**config.mk**
```make
export PLATFORM = sky130hd
export DESIGN_NAME = alu_cmd_sequencer
export DESIGN_NICKNAME = d
export VERILOG_FILES = /design/src/rtl/alu_cmd_sequencer.sv
export SDC_FILE = /design/constraint.sdc
export NUM_CORES = 1
export LEC_CHECK = 0
export ABC_AREA = 1
export BUFFER_PORTS_ARGS = -buffer_cell sky130_fd_sc_hd__buf_2
export CORE_UTILIZATION = 50
export DETAILED_ROUTE_END_ITERATION = 10
export HOLD_SLACK_MARGIN = 0.1
export PLACE_DENSITY_LB_ADDON = 0.08
export SLEW_MARGIN = 10
export SYNTH_ARGS = -nofsm -noshare
export SYNTH_HDL_FRONTEND = slang
export SYNTH_SLANG_ARGS = --single-unit
```
**constraint.sdc**
```tcl
create_clock -name clk -period 3.4 [get_ports clk]
set_clock_uncertainty 0.2 [all_clocks]
set_input_delay 0.85 -clock clk [delete_from_list [all_inputs] [get_ports clk]]
set_output_delay 0.85 -clock clk [all_outputs]
set_load 0.01 [all_outputs]
```
**src/rtl/alu_cmd_sequencer.sv**
```systemverilog
// Command sequencer in front of the 4-bit registered ALU: issues one op, captures its result.
// Latency: result valid three edges after acceptance, counting the accepting edge.
// Backpressure: one op in flight; cmd_ready stays low until the result is taken via res_ready.
module alu_cmd_sequencer #(
    parameter logic [4:0] ERR_VALUE = 5'h1F,
    parameter int         CNT_W     = 8
) (
    input  logic             clk,
    input  logic             rst,
    input  logic             cmd_valid,
    output logic             cmd_ready,
    input  logic [3:0]       cmd_a,
    input  logic [3:0]       cmd_b,
    input  logic [3:0]       cmd_c,
    input  logic [2:0]       cmd_sel,
    output logic [3:0]       alu_a,
    output logic [3:0]       alu_b,
    output logic [3:0]       alu_c,
    output logic [2:0]       alu_sel,
    input  logic [4:0]       alu_result,
    output logic             res_valid,
    input  logic             res_ready,
    output logic [4:0]       res_data,
    output logic             res_err,
    output logic [CNT_W-1:0] op_cnt,
    output logic [CNT_W-1:0] err_cnt
);

    typedef enum logic [1:0] {IDLE, ISSUE, CAPTURE, DONE} state_t;

    typedef struct packed {
        logic [3:0] a;
        logic [3:0] b;
        logic [3:0] c;
        logic [2:0] sel;
    } cmd_t;

    localparam logic [2:0]       OP_DIV  = 3'b011;
    localparam logic [2:0]       OP_MOD  = 3'b100;
    localparam logic [CNT_W-1:0] CNT_ONE = {{(CNT_W-1){1'b0}}, 1'b1};

    state_t state, state_nxt;
    cmd_t   cmd_q;
    logic   div0;
    logic   accept;
    logic   handoff;

    always_ff @(posedge clk) begin
        if (rst) begin
            state    <= IDLE;
            cmd_q    <= '0;
            div0     <= 1'b0;
            res_data <= '0;
            res_err  <= 1'b0;
            op_cnt   <= '0;
            err_cnt  <= '0;
        end else begin
            state <= state_nxt;
            if (accept) begin
                cmd_q <= '{a: cmd_a, b: cmd_b, c: cmd_c, sel: cmd_sel};
            end
            // Screen from the held operands so a changing cmd_b cannot affect it.
            if (state == ISSUE) begin
                div0 <= ((cmd_q.sel == OP_DIV) || (cmd_q.sel == OP_MOD)) && (cmd_q.b == 4'd0);
            end
            if (state == CAPTURE) begin
                res_data <= div0 ? ERR_VALUE : alu_result;
                res_err  <= div0;
            end
            if (handoff) begin
                op_cnt <= op_cnt + CNT_ONE;
                if (res_err) begin
                    err_cnt <= err_cnt + CNT_ONE;
                end
            end
        end
    end

    always_comb begin
        state_nxt = state;
        cmd_ready = 1'b0;
        res_valid = 1'b0;
        accept    = 1'b0;
        handoff   = 1'b0;
        case (state)
            IDLE: begin
                cmd_ready = 1'b1;
                if (cmd_valid) begin
                    accept    = 1'b1;
                    state_nxt = ISSUE;
                end
            end
            ISSUE:   state_nxt = CAPTURE;
            CAPTURE: state_nxt = DONE;
            DONE: begin
                res_valid = 1'b1;
                if (res_ready) begin
                    handoff   = 1'b1;
                    state_nxt = IDLE;
                end
            end
            default: state_nxt = IDLE;
        endcase
    end

    assign alu_a   = cmd_q.a;
    assign alu_b   = cmd_q.b;
    assign alu_c   = cmd_q.c;
    assign alu_sel = cmd_q.sel;

endmodule

```
== Word-level counts from Yosys, hierarchy flattened ==
Index checks and enable logic that the tools add are counted.
Word-level totals
  word-level logic and storage cells: 35
  bits in registers: 40
  output and inout bits: 39
  input port bits: 24
Cells by class
  add/sub/neg operators: 2
  equal/unequal tests: 7
  mux-type cells: 10
  reductions and logical operators: 6
Operator list (number)
  adder 8 x 1 -> 8 bit (second input constant): 2
  case mux 2 bit (4 select lines): 1
  2-to-1 mux 1 bit: 6
  2-to-1 mux 5 bit: 1
  equality test 2 bit (second input constant): 2
  logical NOT 4 bit: 1
  2-to-1 mux 2 bit: 2
  != test 2 bit (second input constant): 2
  AND reduction 2 bit: 2
  equality test 3 x 2 -> 1 bit (second input constant): 1
  equality test 3 bit (second input constant): 1
  equality test 2 x 1 -> 1 bit (second input constant): 1
  logical NOT 2 bit: 1
  logical AND 1 bit: 1
  logical OR 1 bit: 1

== Logic depth before layout (Yosys ltp) ==
  word-level depth: 3
  depth in mapped cells: 7
  mapped depth without buffers: 7

== Worst setup path after synthesis ==
Ideal clock, no wire load.
  path type: register to output
  from: register state[0]
  to: output port cmd_ready
  path buffers: 0
  data required time: 2.350 ns
  stages on the path, launching flop included: 3
  arrival: 0.657 ns
  path slack: 1.693 ns
  cell sequence: dfxtp_1 > inv_1 > ha_1
On the way
  longest elaborated chain between the ends: 2
RTL lines
  from (decl): line 42  | state_t state, state_nxt;
  from (signal assigned): line 58  | state <= state_nxt;
  logical NOT 2 bit: line 85  | case (state)
  2-to-1 mux 1 bit: line 85
  to (decl): line 11  | output logic cmd_ready,
No other way between the ends.

== Final worst setup path ==
Ends and elaborated chain as after synthesis.

==> impl_metrics.toml <==
[run_status]
status = "finished clean"

[power]
ir_drop_mv = 0.452
powerDensity_mw_per_mm2 = 617
leakagePower_uw = 0.00105

[placed_design]
routabilityCongestion = 0.768
dp_hpwl_um = 2490
io_buffers = 62
place_ws_ps = 1100
dpl_cell_area_mm2 = 0.00204

[worst_setup_path]
cp-end-kind = "output port"
rr_startpoint = "state[0]$_SDFFE_PP0P_"
crit_arrival_ps = 1180
crit_family = "flip-flops"
r2r_end = "alu_c[2]$_SDFFE_PP0P_"
cp-start-kind = "flop"
cp_slowest_cell = "dfxtp_1"
cp.depth = 3
path_class = "flop to output port"
worstSetupStartpoint = "state[0]$_SDFFE_PP0P_"
cp.required_ps = 2350
crit_fanout = 4
path_buf_inv = 2
path_cells = "inv_1 -> ha_1 -> buf_2"
critical_path.endpoint = "cmd_ready"
worst_r2r_path_depth = 6
r2r_slack_ps = 1480
cpPeakStageDelay_ps = 370

[cts]
holdBufCountCts = 0
post_cts_buffers = 0
ctsRootBufferMaster = "clkbuf_4"
cts_buffer_depth = 2
cts_buffers = 5
tritoncts = "done"
clock-sinks = 40
clk_pin_slew_ps = 120
clkLatencyLatePin_ps = 340
h-tree-depth = 2
cts_resized = 0

[sta]
whs_ps = 288
setup_tns_ps = 0
rsz0062_at_grt = "no"
finalSetupViolCount = 0
setup_slack_ps = 1170
relSlewSlack_pct = 40.7
tightest_slew_ps = 889
timing.final.crit_share_pct = 65.6
fmax_mhz = 448
min_period_ps = 2230
hold_viol_final = 0
slew_viol_final = 0

[logic_synthesis]
synth_xor_area_share_pct = 0.515
synth_top_family_by_area = "simple AND/OR/NAND/NOR gates"
postSynthCellCount = 231
yosysWarnings = 0
syn-num-nets = 262
synth_area_mm2 = 0.00170
synthAdderAreaFrac_pct = 5.15
synth_compound_area_share_pct = 10.8
ys_seq_elements = 40
seq_area_frac_synth_pct = 47.1
synth_mux_area_share_pct = 0
synth_area_per_cell_um2 = 7.36
synth-simple-area-share_pct = 30.7
synth_cell_types = 20

[global_routing]
gr-total-overflow = 0
grt_pass1_wl_um = 5710
grt_usage_pct = 21.1
grt_pass1_vias = 1334
grt_max_degree = 37
antenna_found_initial = 0

[worst_hold_path]
min_path_type = "flop to flop"
min_from = "alu_a[0]$_SDFFE_PP0P_"
holdPathStages = 2

[floorplan]
die_area_mm2 = 0.00364
dieWidth_um = 60.3
io_pins = 63
die_h_um = 60.3
coreArea_mm2 = 0.00313
rows = 20
initial_core_util_pct = 54.3

[final_layout]
multi_input_area_um2 = 801
area_delta_synth_final_pct = 23.4
mostFrequentLayoutCells = "62 x buf_2, 60 x nor2_1, 40 x dfxtp_1"
nNetsFinal = 326
fin_area_mm2 = 0.00210
register_area_um2 = 801
diodes = 0
drive_above_1_share_pct = 24.7
fillCellCount = 300
layout_commonest_cell = "buf_2"

[drt]
first_pass_iters = 4
viasPerCell = 4.71
drc = 0
avgRoutedWirePerCell_um = 9.95
num_vias = 1602
drt_iter0_markers = 91
antenna_left = 0
postRouteWirelength_um = 3380

[job]
maxCapViolations = 0
[layer usage]
metal | GRT usage, % | routed length (um) | up-vias
li1 | - | - | 862
met1 | 27.6 | 1630 | 694
met2 | 32.8 | 1520 | 41
met3 | 5.84 | 179 | 5
met4 | 7.97 | 49 | 0
met5 | 0 | 0 | -
[metrics by stage]
| step | instances | power, uW | utilization (%) |
|---|---|---|---|
| 2_1_floorplan | 231 | 911 | - |
| 3_3_place_gp | 332 | 1050 | 65.2 |
| 3_5_place_dp | 332 | 1060 | 65.2 |
| 4_1_cts | 340 | 1310 | 67.0 |
| 5_1_grt | 340 | 1400 | 67.0 |
| 6_report | 340 | 1290 | 67.0 |
[state kept, by name, summed over array words and instances (netlist names)]
name,count
alu_sel,3
err_cnt,8
res_data,5
alu_b,4
res_err,1
state,2
alu_c,4
alu_a,4
op_cnt,8
div0,1
[worst min path at each step]
stage / to / slack (ps)
final: alu_a[0]$_SDFFE_PP0P_ / 290
after CTS: alu_a[1]$_SDFFE_PP0P_ / 290
after global routing: alu_a[0]$_SDFFE_PP0P_ / 320
after detailed placement: alu_a[1]$_SDFFE_PP0P_ / 270
after global placement: alu_a[1]$_SDFFE_PP0P_ / 260
after floorplan: alu_sel[2]$_SDFFE_PP0P_ / 300
[final cells by class]
| cell class | instances | share of cell area (%) |
|---|---|---|
| sequential | 40 | 38.2 |
| timing repair buffer | 62 | 14.8 |
| tap | 44 | 2.63 |
| clock buffer | 8 | 2.80 |
| inverter | 19 | 3.40 |
| multi-input combinational | 167 | 38.2 |
[worst register-to-register path: cells and delay by family, from the launching register on]
kind | cells | cell delay [ps]
DFF | 1 | 370
and+or+nand+nor | 3 | 600
adders and majority gates | 1 | 230
buffers and inverters | 2 | 440
[synth_stat cells (all sizes together)]
cell type | instances | share of area [%]
o21ai | 24 | 7.1
a21oi | 11 | 3.2
clkbuf | 2 | 0.51
ha | 7 | 5.2
o21a | 1 | 0.44
nor3b | 1 | 0.44
nor3 | 6 | 1.8
nand3 | 13 | 4.1
inv | 19 | 4.2
nor2 | 64 | 16
nand2 | 38 | 8.4
and2 | 1 | 0.37
dfxtp | 40 | 47
xor2 | 1 | 0.52
buf | 3 | 1.0
[logic make-up after synthesis]
kind of cell,count (synthesis)
compound gates,36
xor+xnor,1
fa+ha+maj,7
buf+inv,24
flops,40
simple gates,123
[power by group]
part           switching (uW)  internal, uW
Clock                     149           102
Sequential               59.9           563
Combinational             255           164
Power figures use the tool's default switching activity.
